## src/rtl/c2f_chunk_drain_pkg.sv

```systemverilog
// Shared types and constants for the CPU->FPGA chunk path (same types the transceiver uses).
package c2f_chunk_drain_pkg;

  localparam int unsigned C2F_CHUNKSIZE_NBITS = 4;
  localparam int unsigned C2F_NUMCHUNKS_NBITS = 2;
  localparam int unsigned C2F_NUMCHUNKS       = 1 << C2F_NUMCHUNKS_NBITS;
  localparam int unsigned C2F_ADDR_W          = C2F_NUMCHUNKS_NBITS + C2F_CHUNKSIZE_NBITS;

  typedef logic [C2F_NUMCHUNKS_NBITS-1:0] C2FChunkIndex;
  typedef logic [C2F_CHUNKSIZE_NBITS-1:0] C2FChunkOffset;
  typedef logic [7:0]                     ByteMask64;
  typedef logic [63:0]                    uint64;

  localparam C2FChunkOffset C2F_LAST_OFFSET = '1;

  typedef enum logic [1:0] {
    DR_IDLE,
    DR_FETCH,
    DR_STREAM
  } drain_state_e;

  // One drained beat as held in the output skid entry.
  typedef struct packed {
    logic  last;
    uint64 data;
  } dr_beat_t;

  // Byte-lane merge: lanes with mask set take new data, others keep old.
  function automatic uint64 mask_merge(uint64 old_val, uint64 new_val, ByteMask64 mask);
    uint64 r;
    r = old_val;
    for (int b = 0; b < 8; b++) begin
      if (mask[b]) r[8*b +: 8] = new_val[8*b +: 8];
    end
    return r;
  endfunction

endpackage

```

## src/rtl/c2f_chunk_drain_ram.sv

```systemverilog
// c2f_chunk_ram: 64 x 64-bit byte-masked simple dual-port store, 1-cycle registered read.
// BLOCK_RAM=1 uses per-lane arrays (byte-enable RAM shape), 0 uses a flop array; same timing.
module c2f_chunk_ram
  import c2f_chunk_drain_pkg::*;
#(
  parameter int unsigned BLOCK_RAM = 1
) (
  input  logic                  clk,
  input  logic                  rst,
  input  logic                  wr_en,
  input  logic [C2F_ADDR_W-1:0] wr_addr,
  input  ByteMask64             wr_mask,
  input  uint64                 wr_data,
  input  logic                  rd_en,
  input  logic [C2F_ADDR_W-1:0] rd_addr,
  output uint64                 rd_data
);

  localparam int unsigned DEPTH = 1 << C2F_ADDR_W;

  uint64 mem_rd;
  uint64 rd_data_q;
  uint64 rd_data_d;

  if (BLOCK_RAM != 0) begin : g_bram
    logic [7:0] lane_mem [8][DEPTH];

    // Per-lane write with byte enable.
    always_ff @(posedge clk) begin
      for (int b = 0; b < 8; b++) begin
        if (wr_en && wr_mask[b]) lane_mem[b][wr_addr] <= wr_data[8*b +: 8];
      end
    end

    // Gather the lanes at the read address.
    always_comb begin
      mem_rd = '0;
      for (int b = 0; b < 8; b++) begin
        mem_rd[8*b +: 8] = lane_mem[b][rd_addr];
      end
    end
  end else begin : g_regs
    uint64 mem_q [DEPTH];

    // Read-modify-write of the addressed qword under the byte mask.
    always_ff @(posedge clk) begin
      if (wr_en) mem_q[wr_addr] <= mask_merge(mem_q[wr_addr], wr_data, wr_mask);
    end

    // Flop-array read mux.
    always_comb begin
      mem_rd = mem_q[rd_addr];
    end
  end

  // Read register only loads on a read so the value holds during output stalls.
  always_comb begin
    rd_data_d = rd_data_q;
    if (rd_en) rd_data_d = mem_rd;
  end

  // Read data register; contents of the array itself are never reset.
  always_ff @(posedge clk) begin
    if (rst) rd_data_q <= '0;
    else     rd_data_q <= rd_data_d;
  end

  assign rd_data = rd_data_q;

endmodule

```

## src/rtl/c2f_chunk_drain.sv

```systemverilog
// c2f_chunk_drain: stores CPU->FPGA chunks and drains each committed chunk as a
// 16-qword valid/ready stream, releasing it to the transceiver with c2fDTAck_out.
// Optional consistency checker enabled by defining C2F_DRAIN_CHECK_EN.
module c2f_chunk_drain
  import c2f_chunk_drain_pkg::*;
#(
  parameter int unsigned BLOCK_RAM = 1
) (
  input  logic         pcieClk_in,
  input  logic         reset_in,
  input  logic         c2fWriteEnable_in,
  input  ByteMask64    c2fByteMask_in,
  input  C2FChunkIndex c2fWrPtr_in,
  input  C2FChunkOffset c2fChunkOffset_in,
  input  uint64        c2fData_in,
  output logic         c2fDTAck_out,
  input  C2FChunkIndex c2fRdPtr_in,
  output uint64        drData_out,
  output logic         drValid_out,
  input  logic         drReady_in,
  output logic         drLast_out,
  output logic         drOverflow_out
);

  drain_state_e             state_q, state_d;
  C2FChunkIndex             rd_ptr_q, rd_ptr_d;
  C2FChunkOffset            rd_off_q, rd_off_d;
  logic [C2F_NUMCHUNKS-1:0] full_q, full_d;
  logic                     ram_v_q, ram_v_d;
  logic                     ram_last_q, ram_last_d;
  dr_beat_t                 skid_q, skid_d;
  logic                     skid_v_q, skid_v_d;
  logic                     ack_q, ack_d;
  logic                     ovf_q, ovf_d;

  uint64 ram_rd_data;
  logic  rd_en;
  logic  xfer, pop_skid, pop_ram, ram_live, can_issue, last_xfer, commit;

  c2f_chunk_ram #(.BLOCK_RAM(BLOCK_RAM)) u_ram (
    .clk     (pcieClk_in),
    .rst     (reset_in),
    .wr_en   (c2fWriteEnable_in),
    .wr_addr ({c2fWrPtr_in, c2fChunkOffset_in}),
    .wr_mask (c2fByteMask_in),
    .wr_data (c2fData_in),
    .rd_en   (rd_en),
    .rd_addr ({rd_ptr_q, rd_off_q}),
    .rd_data (ram_rd_data)
  );

  // Output head: the skid entry is older than the RAM read register when both hold data.
  assign drValid_out    = skid_v_q | ram_v_q;
  assign drData_out     = skid_v_q ? skid_q.data : ram_rd_data;
  assign drLast_out     = skid_v_q ? skid_q.last : ram_last_q;
  assign c2fDTAck_out   = ack_q;
  assign drOverflow_out = ovf_q;

  // Handshake decode and read-issue credit (two in-flight slots: RAM register + skid).
  always_comb begin
    xfer      = drValid_out & drReady_in;
    pop_skid  = xfer & skid_v_q;
    pop_ram   = xfer & ~skid_v_q;
    ram_live  = ram_v_q & ~pop_ram;
    can_issue = ~(skid_v_q & ram_live & ~pop_skid);
    last_xfer = xfer & drLast_out;
    commit    = c2fWriteEnable_in && (c2fChunkOffset_in == C2F_LAST_OFFSET);
  end

  // FSM state register.
  always_ff @(posedge pcieClk_in) begin
    if (reset_in) state_q <= DR_IDLE;
    else          state_q <= state_d;
  end

  // FSM next state.
  always_comb begin
    state_d = state_q;
    unique case (state_q)
      DR_IDLE:   if (full_q[rd_ptr_q] && can_issue) state_d = DR_FETCH;
      DR_FETCH:  if (can_issue && rd_off_q == C2F_LAST_OFFSET) state_d = DR_STREAM;
      DR_STREAM: if (last_xfer) state_d = DR_IDLE;
      default:   state_d = DR_IDLE;
    endcase
  end

  // FSM outputs: offset 0 is issued on the IDLE->FETCH cycle to meet the 2-cycle latency.
  always_comb begin
    rd_en = 1'b0;
    unique case (state_q)
      DR_IDLE:  rd_en = full_q[rd_ptr_q] && can_issue;
      DR_FETCH: rd_en = can_issue;
      default:  rd_en = 1'b0;
    endcase
  end

  // Datapath next state: read offset, skid buffer, chunk flags, pointer and ack.
  always_comb begin
    rd_off_d   = rd_en ? C2FChunkOffset'(rd_off_q + 1'b1) : rd_off_q;
    ram_v_d    = rd_en | ram_live;
    ram_last_d = rd_en ? (rd_off_q == C2F_LAST_OFFSET) : ram_last_q;

    skid_d   = skid_q;
    skid_v_d = skid_v_q;
    if (pop_skid) skid_v_d = 1'b0;
    if (rd_en && ram_live) begin
      skid_d   = '{last: ram_last_q, data: ram_rd_data};
      skid_v_d = 1'b1;
    end

    full_d = full_q;
    if (last_xfer) full_d[rd_ptr_q] = 1'b0;
    if (commit)    full_d[c2fWrPtr_in] = 1'b1;

    rd_ptr_d = last_xfer ? C2FChunkIndex'(rd_ptr_q + 1'b1) : rd_ptr_q;
    ack_d    = last_xfer;
  end

`ifdef C2F_DRAIN_CHECK_EN
  logic wr_clash, ptr_skew;
  // Sticky overflow: overwrite of undrained data, or release pointer out of step while idle.
  // The ack cycle is excluded because the transceiver's pointer advances one edge later.
  always_comb begin
    wr_clash = c2fWriteEnable_in &&
               ((commit && full_q[c2fWrPtr_in]) ||
                (state_q != DR_IDLE && c2fWrPtr_in == rd_ptr_q));
    ptr_skew = (state_q == DR_IDLE) && !ack_q && (c2fRdPtr_in != rd_ptr_q);
    ovf_d    = ovf_q | wr_clash | ptr_skew;
  end
`else
  logic unused_rd_ptr;
  assign unused_rd_ptr = ^c2fRdPtr_in;
  // Checker disabled: overflow flag tied low.
  always_comb begin
    ovf_d = 1'b0;
  end
`endif

  // Datapath registers.
  always_ff @(posedge pcieClk_in) begin
    if (reset_in) begin
      rd_off_q   <= '0;
      ram_v_q    <= 1'b0;
      ram_last_q <= 1'b0;
      skid_q     <= '0;
      skid_v_q   <= 1'b0;
      full_q     <= '0;
      rd_ptr_q   <= '0;
      ack_q      <= 1'b0;
      ovf_q      <= 1'b0;
    end else begin
      rd_off_q   <= rd_off_d;
      ram_v_q    <= ram_v_d;
      ram_last_q <= ram_last_d;
      skid_q     <= skid_d;
      skid_v_q   <= skid_v_d;
      full_q     <= full_d;
      rd_ptr_q   <= rd_ptr_d;
      ack_q      <= ack_d;
      ovf_q      <= ovf_d;
    end
  end

endmodule

```

## config.mk

```make
export PLATFORM = sky130hd
export DESIGN_NAME = c2f_chunk_drain
export DESIGN_NICKNAME = d
export VERILOG_FILES = /design/src/rtl/c2f_chunk_drain_pkg.sv /design/src/rtl/c2f_chunk_drain_ram.sv /design/src/rtl/c2f_chunk_drain.sv
export SDC_FILE = /design/constraint.sdc
export NUM_CORES = 2
export LEC_CHECK = 0
export BUFFER_PORTS_ARGS = -buffer_cell sky130_fd_sc_hd__buf_2
export CORE_MARGIN = 10
export CORE_UTILIZATION = 50
export DETAILED_ROUTE_END_ITERATION = 7
export GPL_TIMING_DRIVEN = 1
export PLACE_DENSITY = 0.65
export SYNTH_ARGS = -nofsm -noshare
export SYNTH_HDL_FRONTEND = slang
export SYNTH_HIERARCHICAL = 1
export SYNTH_SLANG_ARGS = --single-unit
```

## constraint.sdc

```tcl
create_clock -name pcieClk_in -period 3.6 [get_ports pcieClk_in]
set_input_delay 0.36 -clock pcieClk_in [delete_from_list [all_inputs] [get_ports pcieClk_in]]
set_output_delay 0.36 -clock pcieClk_in [all_outputs]
set_load 0.01 [all_outputs]
```

# --- Word-level counts from Yosys, hierarchy flattened ---
# Memories as Yosys holds them, arrays and structs flattened.
# Index checks and enable logic that the tools add are counted.
totals:
  regBits: 145
  ramBits: 4096
  input_bits: 84
  word_cells: 123
  memories: 1
mem_list:
  columns: ["name", "depth", "word_bits", "rd", "rd_ports_with_merged_regs", "wr", "line_no", "source"]
  rows:
  - ["u_ram.g_bram.lane_mem", 8, 512, 8, 0, 8, "c2f_chunk_drain_ram.sv:26", "logic [7:0] lane_mem [8][DEPTH];"]
classes:
  addsub: 2
  n_lt_le_gt_ge: 7
  eq_ne: 7
  mux: 59
  n_bitwise: 18
  n_reduce_logical: 18
ops:
  columns: ["cell", "n"]
  rows:
  - ["$mux 512", 8]
  - ["$bmux 8 s6", 8]
  - ["$mux 8", 17]
  - ["$mux 64", 1]
  - ["$demux 8 s6", 1]
  - ["$logic_and 1x1->1", 15]
  - ["$ge 7x7->1 const B", 2]
  - ["$mux 1", 14]
  - ["$not 6->7", 2]
  - ["$eq 4x4->1 const B", 2]
  - ["$mux 4", 2]
  - ["$and 1x1->1", 7]
  - ["$lt 7x1->1 const B", 1]
  - ["$lt 2x3->1 const B", 2]
  - ["$mux 2", 3]
  - ["$ne 2x2->1 const B", 3]
  - ["$pmux 2 s3", 1]
  - ["$add 4x1->4 const B", 1]
  - ["$and 4x4->4", 1]
  - ["$demux 1 s2", 2]
  - ["$ge 2x1->1 const B", 2]
  - ["$not 1->1", 4]
  - ["$not 4->4", 1]
  - ["$or 4x4->4", 1]
  - ["9 further kinds", 10]

# --- Depth between registers and ports, before layout ---
logic_depth:
  word_depth: 12
  mapped_depth: 11
  depth_no_buf: 8

# --- Modules after synthesis ---
# The synthesis kept the hierarchy.
by_module_without_submodules:
  columns: ["mod", "instances", "cells_per_inst", "area_each_um2", "seq_area_each_um2"]
  rows:
  - ["c2f_chunk_ram", 1, 7899, 160621.5, 124279.2]
  - ["c2f_chunk_drain", 1, 453, 4274.1, 1621.6]

# --- Least setup slack after synthesis ---
# OpenSTA, ideal clock, no wires.
synth_path:
  path_type: "register to register"
  startpoint: "reg rd_ptr_q[0]"
  endpoint: "reg u_ram.rd_data_q[32] (netlist: u_ram/rd_data[32])"
  setup_time_ps: 69
  arrival_time_ps: 2562
  required_time_ps: 3531
  slack_ps: 969
  path_stages_with_launch: 11
  path_buffers: 2
  cell_sequence: "dfxtp_1 > mux2i_1 > a21o_2 > nor3_4 > or3b_2 > clkbuf_1 > nor2_1 > clkbuf_1 > o221ai_1 > and4_1 > o21ai_1"
synth_between:
  elab_chain_cells: 4
  elab_cells_between_ends: 8
  cone_classes: "mux (6); bitwise (1); reduce/logical (1)"
synth_lines:
  columns: ["item", "line_no", "source"]
  rows:
  - ["start, declared", "c2f_chunk_drain.sv:26", "C2FChunkIndex rd_ptr_q, rd_ptr_d;"]
  - ["start signal, assigned", "c2f_chunk_drain.sv:158", "rd_ptr_q <= rd_ptr_d;"]
  - ["$bmux 1 s2", "c2f_chunk_drain.sv:91", "DR_IDLE: rd_en = full_q[rd_ptr_q] && can_issue;"]
  - ["$mux 1 (implied by the code)", "c2f_chunk_drain.sv:91", null]
  - ["$logic_and 1x1->1", "c2f_chunk_drain.sv:91", null]
  - ["$pmux 1 s2", "c2f_chunk_drain.sv:90", "unique case (state_q)"]
  - ["net rd_en", "c2f_chunk_drain.sv:37", "logic rd_en;"]
  - ["end signal, assigned", "c2f_chunk_drain_ram.sv:65", "else rd_data_q <= rd_data_d;"]
  - ["end, declared", "c2f_chunk_drain_ram.sv:22", "uint64 rd_data_q;"]
# The timed path passes the listed nets, and every way through them passes these cells. The select of a mux whose other input is x is not followed.
# A chain may end at the register's enable or synchronous reset.

# --- Final worst setup path ---
layout_path:
  startpoint: "reg state_q[0]"
  endpoint: "reg u_ram.rd_data_q[22] (netlist: u_ram/rd_data[22])"
layout_between:
  elab_chain_cells: 2
  elab_cells_between_ends: 3
  cone_classes: "eq/ne (1); mux (1); reduce/logical (1)"
layout_lines:
  columns: ["item", "line_no", "source"]
  rows:
  - ["start, declared", "c2f_chunk_drain.sv:25", "drain_state_e state_q, state_d;"]
  - ["start signal, assigned", "c2f_chunk_drain.sv:73", "else state_q <= state_d;"]
  - ["$eq 2x1->1 or $logic_not 2->1 (tied branches)", "c2f_chunk_drain.sv:90", null]
  - ["$pmux 1 s2 (*)", "c2f_chunk_drain.sv:90", null]
  - ["net rd_en", "c2f_chunk_drain.sv:37", null]
# Mark *: on every way through the listed nets, which the timed path passes. The rest lies on a longest branch.

==> summary.md <==
The run gives 0.764 as the proportion of synthesized chip area in sequential cells. The logs give 0.434 for the clock network power share and 1 for the number of max-capacitance violations reported. For the leakage power, the log shows 0.0584 uW.

Summing every instance area after synthesis gives 165000 um^2. The total number of H-tree levels was 5; the average wire length per cell after detail routing was 34.5 um. For the final weighted congestion of routability-driven global placement, the log shows 0.877. The number of nets handed over by synthesis was 8441. The power density over the cells came out at 525 nW/um^2. The later pin in the worst-skew pair is clocked with a latency of 980 ps. In this run the count of I/O pins placed on the die edge is 152. The run gives 0.265 as the all-layer global routing usage. The finished cells cover 189000 um^2. The effective utilization at floorplan came out at 0.503.

The number of unique standard cell types used by synthesis was 67. The portion of the clock cycle consumed by the worst path in the final layout was 0.958; the standard cell core area was 328000 um^2. The net switching share of the total power came out at 0.202. Biggest fanout along the worst timing path: 13. The tools report the via count of the first global-routing pass as 88250. The detailed router placed 89995 vias in this run.

Total power for the finished layout comes to 99300 uW. The peak ir drop on the vdd network came out at 0.453 mV. The tools report the synthesized instance count as 8352. In this run the cell area measured after placement is 175000 um^2.

The final total negative setup slack is 0 ps, and the setup clock skew after layout is 50.5 ps. Yosys attributes the largest share of cell area to sky130_fd_sc_hd__edfxtp_1 (75%), sky130_fd_sc_hd__mux4_2 (10%), sky130_fd_sc_hd__mux2i_1 (4.5%). The flow ran to the end, but the final reports show violations. The number of antenna-violating nets in the routed design came out at 0. The worst flop-to-flop path endpoint is u_ram/rd_data[22]$_SDFFE_PP0P_. The run gives 9276 as the total number of nets in the final design.

Number of port buffers: 148. Summed over all layers, the routed wires come to 480 mm. The share of flip-flops with an asynchronous set or reset is 0, and the buffer count from post-CTS setup fixing is 0. Hold timing on the final database bottoms out at a slack of 52.3 ps.

No sink is reached through more buffers than the 4 on the longest clock path. After detailed routing, the number of vias per cell comes to 6.47. The run gives 79200 uW as the internal power contribution. Root buffer selected by CTS: sky130_fd_sc_hd__clkbuf_16. The tools report the number of hold violations in the final report as 0.

The worst reg-to-reg setup slack was 150 ps; the initial antenna violation count was 48. The first global-routing pass estimated 673 mm of wire. The top cell type's share of synthesized area works out to 0.746.

For this run, the detailed router's first-pass iteration total came to 6. The path class of the lowest-slack min-delay path was input pin to flop. In the layout the commonest cells are sky130_fd_sc_hd__edfxtp_1 (4096), sky130_fd_sc_hd__mux2i_1 (746), sky130_fd_sc_hd__mux4_2 (741), sky130_fd_sc_hd__buf_4 (691), sky130_fd_sc_hd__nor2_1 (563). Prevailing post-synth register cell: sky130_fd_sc_hd__edfxtp_1. Final critical-path required period: 3450 ps. For this run, the top clock speed supported by timing is 290 MHz. Setup violations remaining at the end of the flow were counted as 0.

The tools report the share of the core filled with cells as 0.577. The transition time at the pin with the least slew margin was 1570 ps; the global route total overflow was 0. Entering global routing, the biggest net connects 90 pins. Data arrives at the worst endpoint at 4360 ps. In this run, synthesis produced a sequential element count of 4241. Setup repair after global routing left no endpoint under its margin. The clock slew seen by the registers of the worst setup and hold paths was 60 ps. The number of fill cells is 24033.

Vertical extent of the die: 594 um. The part of the total power dissipated in sequential elements is 0.547, and the number of design rule violations left after detail routing is 0. Leaving out fill and tap cells, the most frequent cell in the layout is sky130_fd_sc_hd__edfxtp_1. The combinational share of power is 0.019. Class of the most critical setup path: flop to flop. Final number of max-transition violations: 8. The type of destination of the critical path was a flop.

TritonCTS built the clock tree. Summed over all nets, the switching power comes to 20000 uW. A synthesized cell averages 19.7 um^2.

The floorplan has 210 rows. Worst reg2reg path startpoint: state_q[0]$_SDFFE_PP0P_. The number of cells on the worst hold path was 1.

The number of synthesized flops with an enable pin works out to 4096. The worst setup path is launched from a flop. Clock tree synthesis inserted a total of 422 buffers. The checks that failed: capacitance limit, slew limit. The critical path starts at state_q[0]$_SDFFE_PP0P_. The wire-length estimate of the detail-placed layout is 309 mm. The tools report the launch instance of the worst min-delay path as c2fData_in[39].

At the worst endpoint, the required time is 4510 ps. The floorplan die width was 594 um; the area overhead of the layout relative to synthesis was 14.8%. The number of DRC violations after detailed-routing iteration 0 is 12209, and the Yosys warning count is 6. The fraction of layout cells with a size suffix above 1 works out to 0.251. The biggest area consumer among synthesized cells was sky130_fd_sc_hd__edfxtp_1.

Measured in cells, the most critical reg-to-reg path has a length of 9. The die covers 353000 um^2. The run gives -0.0468 as the relative slew slack. The path with the worst hold slack has its endpoint at u_ram/g_bram.lane_mem[1][31]$_DFFE_PP_. Clock tree synthesis found a total of 4241 sinks.
==> cell usage after synthesis, drive strengths merged, types with 9 or more instances <==
cell type     n
mux4        741
a221oi       21
nor2b        13
nand3        26
nand2       303
a31oi        68
a211oi       40
clkbuf      253
nor2        570
o21ai       107
mux2         89
dfxtp       145
a2111oi      53
nor3b         9
o22ai       112
or3          48
a32oi        10
o22a         50
o221ai      142
a22oi        98
a21oi       200
edfxtp     4096
a221o        48
mux2i       746
and2         16
inv          10
buf         272
==> flip-flops by register name, indices dropped and copies added, names as in the netlist <==
| register | count |
|---|---|
| c2fDTAck_out | 1 |
| full_q | 4 |
| ram_last_q | 1 |
| ram_v_q | 1 |
| rd_off_q | 4 |
| rd_ptr_q | 2 |
| skid_q | 65 |
| skid_v_q | 1 |
| state_q | 2 |
| u_ram/g_bram.lane_mem | 4096 |
| u_ram/rd_data | 64 |
==> worst max-delay path, cell delays in order, from the launching register on <==
cell                        delay [ps]
sky130_fd_sc_hd__dfxtp_1           460
sky130_fd_sc_hd__nor2_1             70
sky130_fd_sc_hd__a21o_2            290
sky130_fd_sc_hd__nor3_4            370
sky130_fd_sc_hd__nor3b_2           290
sky130_fd_sc_hd__buf_4             400
sky130_fd_sc_hd__o21ai_0           190
sky130_fd_sc_hd__a2111oi_0         960
sky130_fd_sc_hd__buf_4             240
sky130_fd_sc_hd__a221o_1            90
==> cell type report <==
cell class,count,area [um^2],share of cell area
timing repair buffer,936,7730,0.0408
antenna,22,55.1,0.000291
inverter,10,52.6,0.000278
tap,4346,5440,0.0287
sequential,4241,126000,0.665
clock inverter,241,2280,0.0120
multi-input combinational,3576,36500,0.193
clock buffer,544,11300,0.0597
==> power by group through the flow <==
stage | logic (uW) | clock network, uW | registers (uW)
final | 1840 | 43100 | 54300
after global routing | 1950 | 45600 | 54300
after CTS | 1830 | 43600 | 54300
after detailed placement | 1820 | 0 | 55400
after global placement | 1750 | 0 | 55400
after floorplan | 587 | 0 | 55300
==> timing repair <==
action,4_1_cts,5_1_grt
endpoints found under the hold margin,177,0
setup endpoints to repair,1,0
resized for setup,1,0
hold buffers,14,0
==> worst max path at each step <==
| stage | end | slack, ps | depth (start not counted) |
|---|---|---|---|
| after floorplan | u_ram/rd_data[32]$_SDFFE_PP0P_ | 970 | 10 |
| after detailed placement | u_ram/rd_data[62]$_SDFFE_PP0P_ | -100 | 9 |
| after global routing | u_ram/rd_data[22]$_SDFFE_PP0P_ | 10 | 9 |
| after CTS | u_ram/rd_data[22]$_SDFFE_PP0P_ | 120 | 9 |
| after global placement | u_ram/rd_data[62]$_SDFFE_PP0P_ | -70 | 9 |
| final | u_ram/rd_data[22]$_SDFFE_PP0P_ | 150 | 9 |
==> kinds of logic after synthesis <==
logic type	share of synthesized area
other	0.0000227
flip-flops	0.764
XOR/XNOR	0.0000531
AND/OR/NAND/NOR	0.0259
buffers and inverters	0.0165
adder cells (fa/ha/maj)	0.000379
AO/OA/AOI/OAI	0.0410
multiplexers	0.153
==> through the flow <==
stage	cells	worst slack, ps
6_report	13916	153
4_1_cts	13894	116
3_5_place_dp	13095	-97.9
2_1_floorplan	8352	969
5_1_grt	13897	15.0
3_3_place_gp	13094	-72.3
==> routing by layer <==
layer | GRT usage | routed length [um] | vias up
li1 | - | - | 36106
met1 | 0.356 | 177000 | 47475
met2 | 0.415 | 224000 | 5425
met3 | 0.0594 | 52500 | 963
met4 | 0.123 | 25600 | 26
met5 | 0 | 381 | -
(Power assumes the default switching activity.)
